<file path="config.mk">
export PLATFORM = sky130hd
export DESIGN_NAME = sd_spi_sequencer
export DESIGN_NICKNAME = d
export VERILOG_FILES = /design/src/rtl/sd_spi_pkg.sv /design/src/rtl/spi_byte_xchg.sv /design/src/rtl/sd_spi_sequencer.sv
export SDC_FILE = /design/constraint.sdc
export NUM_CORES = 1
export LEC_CHECK = 0
export BUFFER_PORTS_ARGS = -buffer_cell sky130_fd_sc_hd__buf_2
export CORE_MARGIN = 2
export CORE_UTILIZATION = 50
export CTS_BUF_LIST = sky130_fd_sc_hd__clkbuf_4 sky130_fd_sc_hd__clkbuf_8 sky130_fd_sc_hd__clkbuf_16
export CTS_CLUSTER_SIZE = 10
export DETAILED_ROUTE_END_ITERATION = 8
export HOLD_SLACK_MARGIN = 0.15
export PLACE_DENSITY_LB_ADDON = 0.3
export SYNTH_ARGS = -nofsm -noshare
export SYNTH_HDL_FRONTEND = slang
export SYNTH_SLANG_ARGS = --single-unit
</file>
<file path="constraint.sdc">
create_clock -name clk -period 5.1 [get_ports clk]
set_input_delay 1.02 -clock clk [delete_from_list [all_inputs] [get_ports clk]]
set_output_delay 1.02 -clock clk [all_outputs]
set_load 0.01 [all_outputs]
</file>
<file path="src/rtl/sd_spi_pkg.sv">
// sd_spi_pkg: shared states, engine port map, byte constants and error codes for the SD SPI sequencer
package sd_spi_pkg;
  typedef enum logic [3:0] {
    INIT, IDLE, SET_DIV, CS_ON, CMD, WAIT_R1, WAIT_TOKEN, DATA, CRC, CS_OFF, TRAIL, DONE
  } state_e;
  localparam logic [11:0] ADDR_CS   = 12'h0B0;
  localparam logic [11:0] ADDR_DIV  = 12'h0B1;
  localparam logic [11:0] ADDR_DATA = 12'h0B2;
  localparam logic [7:0] DATA_TOKEN = 8'hFE;
  localparam logic [7:0] FILL       = 8'hFF;
  localparam logic [2:0] ERR_OK      = 3'd0;
  localparam logic [2:0] ERR_R1_TO   = 3'd1;
  localparam logic [2:0] ERR_TOK_TO  = 3'd2;
  localparam logic [2:0] ERR_BAD_TOK = 3'd3;
  localparam logic [2:0] ERR_R1_NZ   = 3'd4;
  // Byte n (0..5) of the 6-byte SD command frame.
  function automatic logic [7:0] cmd_byte(input logic [2:0] n, input logic [5:0] idx,
                                          input logic [31:0] arg, input logic [7:0] crc);
    return n == 3'd0 ? {2'b01, idx} :
           n == 3'd1 ? arg[31:24] :
           n == 3'd2 ? arg[23:16] :
           n == 3'd3 ? arg[15:8] :
           n == 3'd4 ? arg[7:0] : crc;
  endfunction
endpackage

</file>
<file path="src/rtl/spi_byte_xchg.sv">
// spi_byte_xchg: owns the engine I/O port; does raw register writes and write/gap/wait-ready byte exchanges
// Ports: clk, reset_n (sync, active low); go/tx start a byte exchange, wr/waddr/wdat do a single
// register write; busy, rx, rx_valid report the exchange; spi_* is the registered engine port.
module spi_byte_xchg
  import sd_spi_pkg::*;
(
  input  logic        clk,
  input  logic        reset_n,
  input  logic        go,
  input  logic [7:0]  tx,
  input  logic        wr,
  input  logic [11:0] waddr,
  input  logic [7:0]  wdat,
  output logic        busy,
  output logic [7:0]  rx,
  output logic        rx_valid,
  output logic [11:0] spi_ioaddr,
  output logic [7:0]  spi_din,
  output logic        spi_iowr,
  input  logic [7:0]  spi_dout,
  input  logic        spi_ready
);
  typedef enum logic [1:0] {X_IDLE, X_WR, X_GAP, X_WAIT} xstate_e;
  xstate_e     st_q;
  logic [11:0] ioaddr_q;
  logic [7:0]  din_q, rx_q;
  logic        iowr_q, rxv_q;
  // The engine only drops ready after it has seen the write, so X_WR and X_GAP never sample it.
  always_ff @(posedge clk) begin
    if (!reset_n) begin
      st_q     <= X_IDLE;
      ioaddr_q <= ADDR_CS;
      din_q    <= 8'h00;
      iowr_q   <= 1'b0;
      rx_q     <= 8'h00;
      rxv_q    <= 1'b0;
    end else begin
      iowr_q <= 1'b0;
      rxv_q  <= 1'b0;
      case (st_q)
        X_IDLE:
          if (wr) begin
            iowr_q   <= 1'b1;
            ioaddr_q <= waddr;
            din_q    <= wdat;
          end else if (go) begin
            iowr_q   <= 1'b1;
            ioaddr_q <= ADDR_DATA;
            din_q    <= tx;
            st_q     <= X_WR;
          end
        X_WR:  st_q <= X_GAP;
        X_GAP: st_q <= X_WAIT;
        default:
          if (spi_ready) begin
            rx_q  <= spi_dout;
            rxv_q <= 1'b1;
            st_q  <= X_IDLE;
          end
      endcase
    end
  end
  assign busy       = st_q != X_IDLE;
  assign rx         = rx_q;
  assign rx_valid   = rxv_q;
  assign spi_ioaddr = ioaddr_q;
  assign spi_din    = din_q;
  assign spi_iowr   = iowr_q;
endmodule

</file>
<file path="src/rtl/sd_spi_sequencer.sv">
// sd_spi_sequencer: autonomous SD command + single block read sequencer over the SPI byte engine port
// Ports: clk, reset_n (sync, active low); start + cmd_index/cmd_arg/cmd_crc/rd_block/clk_div request a
// transaction; busy/done/r1/err report it; data_valid/data_byte/data_idx stream the block;
// spi_ioaddr/spi_din/spi_iowr/spi_dout/spi_ready connect to the byte engine.
module sd_spi_sequencer
  import sd_spi_pkg::*;
#(
  parameter int R1_TRIES    = 8,
  parameter int TOKEN_TRIES = 4096,
  parameter int BLOCK_BYTES = 512
) (
  input  logic        clk,
  input  logic        reset_n,
  input  logic        start,
  input  logic [5:0]  cmd_index,
  input  logic [31:0] cmd_arg,
  input  logic [7:0]  cmd_crc,
  input  logic        rd_block,
  input  logic [7:0]  clk_div,
  output logic        busy,
  output logic        done,
  output logic [7:0]  r1,
  output logic [2:0]  err,
  output logic        data_valid,
  output logic [7:0]  data_byte,
  output logic [8:0]  data_idx,
  output logic [11:0] spi_ioaddr,
  output logic [7:0]  spi_din,
  output logic        spi_iowr,
  input  logic [7:0]  spi_dout,
  input  logic        spi_ready
);
  state_e      state_q;
  logic [12:0] cnt_q;
  logic [5:0]  idx_q;
  logic [31:0] arg_q;
  logic [7:0]  crc_q, div_q, r1_q, db_q;
  logic        rd_q, busy_q, done_q, dv_q;
  logic [2:0]  err_q;
  logic [8:0]  didx_q;
  logic        xfer, go, wr, x_busy, x_rxv;
  logic [7:0]  tx, wdat, x_rx;
  logic [11:0] waddr;
  // go is held off while the exchanger reports a byte (state is still being updated) and in the
  // cycle right after a raw CS write, so 0x0B2 writes never follow another write back to back.
  always_comb begin
    xfer  = state_q inside {CMD, WAIT_R1, WAIT_TOKEN, DATA, CRC, TRAIL};
    go    = xfer && !x_busy && !x_rxv && !spi_iowr;
    tx    = (state_q == CMD) ? cmd_byte(cnt_q[2:0], idx_q, arg_q, crc_q) : FILL;
    wr    = state_q inside {INIT, SET_DIV, CS_ON, CS_OFF};
    waddr = (state_q == SET_DIV) ? ADDR_DIV : ADDR_CS;
    wdat  = (state_q == SET_DIV) ? div_q : {7'd0, state_q == CS_ON};
  end
  spi_byte_xchg u_xchg (
    .clk        (clk),
    .reset_n    (reset_n),
    .go         (go),
    .tx         (tx),
    .wr         (wr),
    .waddr      (waddr),
    .wdat       (wdat),
    .busy       (x_busy),
    .rx         (x_rx),
    .rx_valid   (x_rxv),
    .spi_ioaddr (spi_ioaddr),
    .spi_din    (spi_din),
    .spi_iowr   (spi_iowr),
    .spi_dout   (spi_dout),
    .spi_ready  (spi_ready)
  );
  always_ff @(posedge clk) begin
    if (!reset_n) begin
      state_q <= INIT;
      cnt_q   <= '0;
      idx_q   <= '0;
      arg_q   <= '0;
      crc_q   <= '0;
      rd_q    <= 1'b0;
      div_q   <= '0;
      busy_q  <= 1'b1;
      done_q  <= 1'b0;
      r1_q    <= 8'hFF;
      err_q   <= ERR_OK;
      dv_q    <= 1'b0;
      db_q    <= '0;
      didx_q  <= '0;
    end else begin
      done_q <= 1'b0;
      dv_q   <= 1'b0;
      case (state_q)
        INIT: begin
          busy_q  <= 1'b0;
          state_q <= IDLE;
        end
        IDLE, DONE: begin
          state_q <= IDLE;
          if (start) begin
            idx_q   <= cmd_index;
            arg_q   <= cmd_arg;
            crc_q   <= cmd_crc;
            rd_q    <= rd_block;
            div_q   <= clk_div;
            err_q   <= ERR_OK;
            busy_q  <= 1'b1;
            state_q <= SET_DIV;
          end
        end
        SET_DIV: state_q <= CS_ON;
        CS_ON: begin
          cnt_q   <= '0;
          state_q <= CMD;
        end
        CMD:
          if (x_rxv) begin
            cnt_q <= cnt_q + 13'd1;
            if (cnt_q == 13'd5) begin
              cnt_q   <= '0;
              state_q <= WAIT_R1;
            end
          end
        WAIT_R1:
          if (x_rxv) begin
            r1_q  <= x_rx;
            cnt_q <= cnt_q + 13'd1;
            if (!x_rx[7]) begin
              cnt_q   <= '0;
              state_q <= (rd_q && x_rx == 8'h00) ? WAIT_TOKEN : CS_OFF;
              err_q   <= (rd_q && x_rx != 8'h00) ? ERR_R1_NZ : ERR_OK;
            end else if (cnt_q == 13'(R1_TRIES - 1)) begin
              err_q   <= ERR_R1_TO;
              state_q <= CS_OFF;
            end
          end
        WAIT_TOKEN:
          if (x_rxv) begin
            cnt_q <= cnt_q + 13'd1;
            if (x_rx == DATA_TOKEN) begin
              cnt_q   <= '0;
              state_q <= DATA;
            end else if (x_rx != FILL) begin
              err_q   <= ERR_BAD_TOK;
              state_q <= CS_OFF;
            end else if (cnt_q == 13'(TOKEN_TRIES - 1)) begin
              err_q   <= ERR_TOK_TO;
              state_q <= CS_OFF;
            end
          end
        DATA:
          if (x_rxv) begin
            dv_q   <= 1'b1;
            db_q   <= x_rx;
            didx_q <= cnt_q[8:0];
            cnt_q  <= cnt_q + 13'd1;
            if (cnt_q == 13'(BLOCK_BYTES - 1)) begin
              cnt_q   <= '0;
              state_q <= CRC;
            end
          end
        CRC:
          if (x_rxv) begin
            cnt_q <= cnt_q + 13'd1;
            if (cnt_q == 13'd1) state_q <= CS_OFF;
          end
        CS_OFF: state_q <= TRAIL;
        TRAIL:
          if (x_rxv) begin
            done_q  <= 1'b1;
            busy_q  <= 1'b0;
            state_q <= DONE;
          end
        default: state_q <= INIT;
      endcase
    end
  end
  assign busy       = busy_q;
  assign done       = done_q;
  assign r1         = r1_q;
  assign err        = err_q;
  assign data_valid = dv_q;
  assign data_byte  = db_q;
  assign data_idx   = didx_q;
endmodule
</file>
## Word level (Yosys, flattened, before mapping)

Cells that the tools add are included.

| cells by class | value |
|---|---|
| add/sub/neg operators | 1 |
| $mul | 0 |
| div/mod/pow operators | 0 |
| $lt $le $gt $ge | 0 |
| equality and inequality tests | 40 |
| shift-type cells | 0 |
| mux-type cells | 60 |
| bitwise logic cells | 2 |
| reductions and logical operators | 37 |

Operators by type and width:

| kind | number |
|---|---|
| $mux W13 | 9 |
| $pmux W13 S6 | 1 |
| $mux W8 | 9 |
| $mux W4 | 15 |
| $pmux W4 S11 | 1 |
| $mux W3 | 9 |
| $eq A13 B3 Y1 const B | 2 |
| $mux W12 | 2 |
| $ne A2 B1 Y1 const B | 9 |
| $eq A4 B3 Y1 const B | 4 |
| $eq A4 B4 Y1 const B | 4 |
| $reduce_and A2 Y1 | 8 |
| $add A13 B1 Y13 const B | 1 |
| $eq A13 B1 Y1 const B | 1 |
| $eq A13 B12 Y1 const B | 1 |
| $eq A13 B9 Y1 const B | 1 |
| $reduce_bool A6 Y1 | 2 |
| $reduce_and A11 Y1 | 1 |
| $pmux W3 S3 | 1 |
| $eq A4 B2 Y1 const B | 2 |
| $eq A8 B8 Y1 const B | 1 |
| $logic_not A8 Y1 | 1 |
| $mux W2 | 4 |
| $ne A2 B2 Y1 const B | 4 |
| 29 further kinds | 47 |

| storage, ports and cells | value |
|---|---|
| bits in registers | 135 |
| bits in latches | 0 |
| memory bits (writable) | 0 |
| ROM bits | 0 |
| bits of input ports | 67 |
| output and inout bits | 52 |
| word-level logic and storage cells | 160 |
| memories kept | 0 |

## Logic depth before layout (Yosys ltp)

Gate-level depths: netlist of run 1.

| depth | value |
|---|---|
| depth in word-level cells | 9 |
| gate-level depth with buffers | 9 |

## Modules after synthesis

From an unflattened synthesis of run 1, not the netlist that was laid out.

| second synthesis, totals | value |
|---|---|
| cells, all modules | 776 |
| area total of the unflattened synthesis | 6204.7 um^2 |

Modules (own cells, without submodules):

| module | times used | cells an instance | area each (um^2) | seq. area each (um^2) |
|---|---|---|---|---|
| sd_spi_sequencer | 1 | 638 | 4839.6 | 2062.0 |
| spi_byte_xchg | 1 | 138 | 1365.1 | 640.6 |

## Least setup slack after synthesis of run 1

OpenSTA, ideal clock, no wires.

| timing | value |
|---|---|
| path kind | input to register |
| start point | input port start |
| end point | register arg_q[19] |
| library setup time | 70 ps |
| data arrival time | 2091 ps |
| path slack | 2938 ps |
| stages on the path | 6 |
| buffers on the path | 2 |
| cells stage by stage | nor2b_1 -> and3_1 -> clkbuf_1 -> buf_1 -> nand2_1 -> a21oi_1 |

| on the way | value |
|---|---|
| cells in the longest elaborated chain, start to end | 1 |

Ends and longest elaborated chain:

| element | RTL line | source |
|---|---|---|
| start: declaration | sd_spi_sequencer.sv:14 | `input logic start,` |
| $reduce_and A2 Y1 (no source line) | n/a |  |
| end signal: assignment | sd_spi_sequencer.sv:99 | `arg_q <= cmd_arg;` |
| end: declaration | sd_spi_sequencer.sv:36 | `logic [31:0] arg_q;` |

Every way passes these cells.
A chain may end at the register's enable or synchronous reset.

## Final worst setup path of run 1

| timing | value |
|---|---|
| start point | register state_q[2] |
| end point | register state_q[1] |

| on the way | value |
|---|---|
| cells in the longest elaborated chain, start to end | 3 |
| elaborated cells on any way between the ends | 26 |
| classes of those cells | eq/ne: 22; mux: 1; reduce/logical: 3 |

Ends and longest elaborated chain:

| element | RTL line | source |
|---|---|---|
| start: declaration | sd_spi_sequencer.sv:33 | `state_e state_q;` |
| start signal: assignment | sd_spi_sequencer.sv:127 | `state_q <= (rd_q && x_rx == 8'h00) ? WAIT_TOKEN : CS_OFF;` |
| $eq A4 B3 Y1, or another cell as far along | sd_spi_sequencer.sv:90 | `case (state_q)` |
| $ne A4 B1 Y1 (no source line), or another cell as far along | n/a |  |
| $reduce_and A11 Y1 (no source line) / $pmux W4 S11 (equally long branches) | n/a |  |

Several ways; a longest one is shown, not always the timed one.

==> run_results.csv, run 1 <==
group,metric,value,unit
clocking,clkSinkCount,125,
synth,ys_types,66,
routing,vias,5522,
clocking,hold_buffers,0,
timing,slew_headroom,23.0,%
timing,period_minus_slack,2940,ps
routing,drtIter0Drc,409,
timing,clock_skew,9.75,ps
routing,drcViolationCount,8,
global_route,grtUsageTotal,23.7,%
setup_path,cp-start-kind,"register",
placed_design,dpl.cell_count,950,
synth,synth_cells,756,
floorplan,initial_core_util,51.5,%
pwr,powerDensity,473,nW/um^2
routing,detail-route-antenna-nets,0,
pwr,p_clk_share,40.8,%
clocking,clock_latency,410,ps
clocking,cts.clk_slew.worst_paths,60,ps
pwr,seqPwrFrac,36.7,%
timing,setup_viol,0,
flow_run,maxCapViolCount,0,
setup_path,cp_max_fo,24,
global_route,antenna_found_initial,0,
pwr,switching_share,30.5,%
synth,syn_avg_cell_area,7.84,sq um
timing,fmax,340,MHz
synth,synth_async_sr_flop_share,0,%
floorplan,die_h,113,microns
clocking,h-tree-depth,4,
placed_design,hpwl,10200,microns
timing,slew_viol_final,0,
floorplan,fp.dieW,113,microns
routing,wl,15000,microns
cells_and_area,antenna_cells,0,
placed_design,port-buffer-count,108,
floorplan,core_area,11500,sq um
setup_path,crit_required,5430,ps
synth,syn_area,5930,sq um
timing,finalHoldViolCount,0,
routing,drt_first_pass_iters,7,
pwr,p_leak,2.93,nW
hold_path,hold_class,"reg2reg",
global_route,grt_pass1_wl,24400,microns
routing,routedWlPerCell,15.3,microns
placed_design,gp_congestion,0.866,
synth,synthFlopType,"dfxtp_1",
pwr,p_switching,1.02,mW
timing,period_share,57.6,%
timing,rsz0062_at_grt,"false",
setup_path,setup.worst_path.end_class,"register",
global_route,grt_pass1_vias,5107,
clocking,cts_buffers,17,
clocking,post_cts_buffers,0,
clocking,clock_path_buffers,2,
cells_and_area,regArea,2500,sq um
floorplan,rows,39,
synth,ys_seq_elements,125,
synth,yosysWarningCount,0,
run_status,violations,"design-rule violations",
pwr,power_frac_comb,22.5,%
clocking,cts_tree,"yes",
pwr,internal-power,2.32,mW
global_route,grt_max_degree,69,
cells_and_area,instances_no_fill,981,
cells_and_area,multi_input_area,3080,sq um
floorplan,die_area,12700,sq um
clocking,root_buffer,"clkbuf_16",
clocking,cts_resized,0,
pwr,ir_worst_vdd,221,uV
setup_path,critical_path_class,"reg2reg",
cells_and_area,final_util,61.3,%
routing,via_per_inst,5.63,
cells_and_area,layout-drive-gt1-share,18.7,%
cells_and_area,nNetsFinal,901,
run_status,status,"finished, violations left",
cells_and_area,nFillCells,1038,
timing,tns,0,ps
cells_and_area,area_delta_synth_final,19.2,%
synth,synth_edf_count,0,
global_route,grt-ovfl-total,0,
timing,worst_pin_slew,1150,ps
synth,seq_area_frac_synth,42.2,%
floorplan,io_pins,119,
setup_path,arrival,3270,ps
-- layout make-up --
class,count,area share (%)
well taps,143,2.53
clock inverters,11,3.05
repair buffers,111,7.97
flip-flops and latches,125,35.4
multi-input cells,553,43.6
inverters,18,0.957
clock buffers,20,6.43
-- Yosys cell counts, drive strengths merged, types with 4 or more instances --
| master | n | share of area (%) |
|---|---|---|
| nand4 | 4 | 0.68 |
| a21oi | 84 | 7.1 |
| nand2b | 7 | 0.74 |
| a211oi | 9 | 1.1 |
| clkbuf | 39 | 2.5 |
| and3 | 4 | 0.42 |
| inv | 18 | 1.1 |
| nand2 | 178 | 11 |
| nand3b | 8 | 1.0 |
| a21boi | 5 | 0.63 |
| mux2i | 25 | 4.2 |
| dfxtp | 125 | 42 |
| nand3 | 27 | 2.3 |
| a31oi | 7 | 0.74 |
| a21o | 5 | 0.63 |
| and2 | 4 | 0.42 |
| ha | 8 | 1.7 |
| o211ai | 8 | 1.0 |
| buf | 29 | 2.8 |
| nor4 | 7 | 0.99 |
| or4 | 4 | 0.70 |
| o2111ai | 7 | 1.0 |
| xor2 | 10 | 1.5 |
| o41ai | 5 | 0.87 |
| nor3 | 7 | 0.59 |
| o21ai | 23 | 1.9 |
| nor2 | 55 | 3.5 |
-- flip-flops by register name, indices dropped and copies added, names as in the netlist --
| name | cells |
|---|---|
| err | 3 |
| u_xchg.st_q | 2 |
| u_xchg.rx_valid | 1 |
| state_q | 4 |
| u_xchg.rx | 8 |
| u_xchg.spi_ioaddr | 2 |
| data_valid | 1 |
| busy | 1 |
| idx_q | 6 |
| div_q | 8 |
| data_idx | 9 |
| u_xchg.spi_din | 8 |
| u_xchg.spi_iowr | 1 |
| cnt_q | 13 |
| crc_q | 8 |
| r1 | 8 |
| arg_q | 32 |
| data_byte | 8 |
| done | 1 |
| rd_q | 1 |
-- cell usage in the layout (no fill, tap or decap), types with 7 or more instances in the layout --
cell	count
a211oi_1	9
a21oi_1	84
a31oi_1	7
buf_2	108
clkbuf_16	17
conb_1	10
dfxtp_1	125
ha_1	8
inv_1	17
mux2i_1	25
nand2_1	178
nand2b_1	7
nand3_1	26
nand3b_1	8
nor2_1	55
nor3_1	7
o2111ai_1	7
o211ai_1	8
o21ai_0	23
xor2_1	10
-- path summary, 6_finish.rpt --
| check | slack, ps | endpoint | cells after the start | start |
|---|---|---|---|---|
| worst max-delay path | 2160 | state_q[1]$_SDFFE_PN0P_ | 5 | state_q[2]$_SDFFE_PN0P_ |
| worst min-delay path | 450 | div_q[0]$_SDFFE_PN0P_ | 2 | div_q[0]$_SDFFE_PN0P_ |
| worst max register to register | 2160 | state_q[1]$_SDFFE_PN0P_ | 5 | state_q[2]$_SDFFE_PN0P_ |
| worst min register to register | 450 | div_q[0]$_SDFFE_PN0P_ | 2 | div_q[0]$_SDFFE_PN0P_ |
-- metrics by stage --
step / cell area, sq um / hold slack [ps] / power [mW] / setup WS (ps)
after global routing: 7060 / 475 / 3.50 / 1920
after floorplan: 5960 / 431 / 1.80 / 2940
after detailed placement: 6390 / 445 / 1.98 / 2090
after CTS: 7060 / 452 / 3.34 / 2230
final: 7060 / 451 / 3.34 / 2160
after global placement: 6390 / 440 / 1.95 / 2170
-- per-layer routing --
| metal | global-route usage (%) | share of wire [%] |
|---|---|---|
| met2 | 37.6 | 48 |
| met1 | 31.2 | 44 |
| met3 | 5.68 | 5.4 |
| met5 | 0 | 0 |
| met4 | 9.76 | 2.7 |
-- power groups by stage --
stage / Combinational [mW] / Clock [mW] / Sequential (mW)
floorplan: 0.612 / 0 / 1.19
global placement: 0.718 / 0 / 1.24
detailed placement: 0.741 / 0 / 1.24
CTS: 0.747 / 1.38 / 1.22
global route: 0.837 / 1.42 / 1.24
finish: 0.752 / 1.36 / 1.23
-- cell families (layout without fill, tap and decap cells) --
group                      count (synthesis)  count (layout)  synth area share, %
AOI/OAI and AO/OA                        178             178                 18.8
xor gates and xnor gates                  13              13                 1.92
buffers and inverters                     86             160                 6.38
other                                      2              10                0.127
and+or+nand+nor                          318             318                 24.4
adders and majority gates                  8               8                 1.69
DFF                                      125             125                 42.2
muxes                                     26              26                 4.41
-- critical path, stage by stage, from the launching register on --
cell	delay, ps
dfxtp_1	800
nor4bb_1	970
nand2_1	140
a31oi_1	350
nand4bb_1	350
mux2i_1	250
Power figures use the tool's default switching activity.
==> inputs of run 2 (changes only) <==
Settings changed: ABC_AREA from default to 1.
Clock period 5.1 ns to 3 ns, I/O delays scaled along.
==> run 2 against run 1 <==
  * The flow now finishes without violations
  * Highest routed layer unchanged
  * Synthesized area decreased by 2.3%
  * Clock skew increased by 1.1 ps
  * Core utilization decreased by 0.21 points
  * Worst hold slack got worse by 18 ps
==> run_results.csv, run 2 <==
group,metric,value,unit
synth,synth_common_cells,"nand2_1 (165), nor2_1 (157), dfxtp_1 (125)",
global_route,grt-ovfl-total,0,
timing,setup_viol,0,
pwr,switching_share,33.6,%
clocking,root_buffer,"clkbuf_16",
synth,ys_types,32,
pwr,power_frac_comb,25.9,%
timing,worst_slack,893,ps
cells_and_area,layout.cells.most_common,"nand2_1",
synth,seq_area_frac_synth,43.2,%
timing,clock_skew,10.9,ps
setup_path,cp_max_fo,15,
setup_path,cp-start-kind,"register",
synth,syn_area,5790,sq um
synth,yosysWarningCount,0,
placed_design,port-buffer-count,108,
pwr,internal-power,3.71,mW
clocking,hold_buffers,0,
floorplan,io_pins,119,
setup_path,arrival,2420,ps
global_route,grtUsageTotal,23.7,%
setup_path,critical_path_class,"reg2reg",
clocking,clock_path_buffers,2,
cells_and_area,largest_register,"arg_q",
routing,detail-route-antenna-nets,0,
setup_path,crit_required,3310,ps
timing,slew_viol_final,0,
run_status,status,"finished clean",
global_route,grt_max_degree,55,
synth,synth.area.top_cells,"dfxtp_1 (43%), nand2_1 (11%), nor2_1 (10%)",
routing,drtIter0Drc,330,
floorplan,rows,39,
synth,yosysTopAreaCell,"dfxtp_1",
cells_and_area,nFillCells,1090,
pwr,p_leak,3.03,nW
clocking,cts_buffers,17,
clocking,clock_latency,420,ps
timing,finalHoldViolCount,0,
synth,synthFlopType,"dfxtp_1",
pwr,p_switching,1.88,mW
cells_and_area,mostFrequentLayoutCells,"nand2_1 (165), nor2_1 (157), dfxtp_1 (125)",
timing,fmax,475,MHz
synth,ys_seq_elements,125,
cells_and_area,layout-drive-gt1-share,17.6,%
routing,vias,5606,
setup_path,ff2ff_path_depth,11,
pwr,ir_worst_vdd,478,uV
cells_and_area,area_delta_synth_final,20.0,%
placed_design,gp_congestion,0.942,
routing,via_per_inst,5.14,
synth,syn_avg_cell_area,6.89,sq um
routing,drcViolationCount,0,
routing,drt_first_pass_iters,5,
clocking,cts.clk_slew.worst_paths,60,ps
floorplan,die_h,112,microns
pwr,finalPower,5.59,mW
clocking,cts_resized,0,
routing,wl,14200,microns
floorplan,fp.dieW,112,microns
pwr,seqPwrFrac,37.9,%
synth,synth_cells,840,
clocking,clkSinkCount,125,
global_route,grt_pass1_wl,24100,microns
floorplan,die_area,12500,sq um
global_route,antenna_found_initial,0,
placed_design,dp_slack,944,ps
timing,rsz0062_at_grt,"false",
routing,routedWlPerCell,13.0,microns
setup_path,setup.worst_path.end_class,"register",
floorplan,initial_core_util,50.9,%
pwr,p_clk_share,36.2,%
floorplan,core_area,11400,sq um
timing,tns,0,ps
timing,period_share,70.2,%
synth,synthDominantCellAreaShare,43.2,%
timing,period_minus_slack,2110,ps
flow_run,maxCapViolCount,0,
synth,synth_edf_count,0,
hold_path,hold_class,"in2reg",
synth,synth.most_common_cell,"nand2_1",
pwr,powerDensity,804,nW/um^2
clocking,cts_tree,"yes",
synth,synth_async_sr_flop_share,0,%
cells_and_area,final_util,61.1,%
cells_and_area,largest_register_ffs,32,
global_route,grt_pass1_vias,5212,
cells_and_area,nNetsFinal,1010,
placed_design,hpwl,10300,microns
cells_and_area,antenna_cells,0,
hold_path,hold_path_depth,3,
clocking,h-tree-depth,4,
clocking,post_cts_buffers,0,
-- run 2: final timing paths --
check / slack [ps] / start / endpoint
min: 430 / cmd_arg[23] / arg_q[23]$_SDFFE_PN0P_
max: 890 / cnt_q[0]$_SDFFE_PN0P_ / u_xchg.spi_din[0]$_SDFFE_PN0P_
max reg2reg: 890 / cnt_q[0]$_SDFFE_PN0P_ / u_xchg.spi_din[0]$_SDFFE_PN0P_
min reg2reg: 450 / r1[4]$_SDFFE_PN1P_ / r1[4]$_SDFFE_PN1P_
-- run 2: routing by layer --
layer  vias to the layer above  track usage, %  share of wire (%)
met1                      2527            33.2                 48
met4                         0            8.97                1.7
met2                       164            36.1                 45
li1                       2894               -                  -
met3                        21            4.90                5.8
met5                         -               0                  0
-- run 2: final cells by class --
cell class	instances	area [sq um]	area share, %
flip-flops and latches	125	2500	36.0
inverters	72	270	3.89
well taps	143	179	2.57
clock inverters	13	140	2.02
repair buffers	115	606	8.71
clock buffers	19	453	6.52
multi-input cells	604	2800	40.3
-- run 2: kinds of logic after synthesis --
kind of cell | synth area share (%)
adder cells (fa/ha/maj) | 1.73
flip-flops | 43.2
XOR/XNOR | 0.605
buffers and inverters | 8.95
AND/OR/NAND/NOR | 27.9
AO/OA/AOI/OAI | 17.5
other | 0.130
-- run 2: power by group through the flow --
stage | registers [mW] | logic, mW | clock network [mW]
finish | 2.12 | 1.45 | 2.02
global route | 2.15 | 1.67 | 2.12
CTS | 2.12 | 1.45 | 2.04
detailed placement | 2.15 | 1.44 | 0
global placement | 2.15 | 1.42 | 0
floorplan | 2.12 | 1.06 | 0
-- run 2: per-stage QoR --
| step | instances | hold slack [ps] | area, sq um |
|---|---|---|---|
| after global placement | 1059 | 436 | 6360 |
| after floorplan | 848 | 425 | 5820 |
| after CTS | 1091 | 420 | 6950 |
| after detailed placement | 1059 | 439 | 6360 |
| after global routing | 1091 | 439 | 6950 |
| final | 1091 | 432 | 6950 |
-- run 2: critical path, cell delays in order (launching register included) --
cell	delay, ps
dfxtp_1	370
inv_1	100
ha_1	340
nand2_1	320
nand2_1	160
o21ai_0	100
o21ai_0	190
nor2_1	70
o21bai_1	160
nand2_1	80
nand2_1	60
nand2_1	50
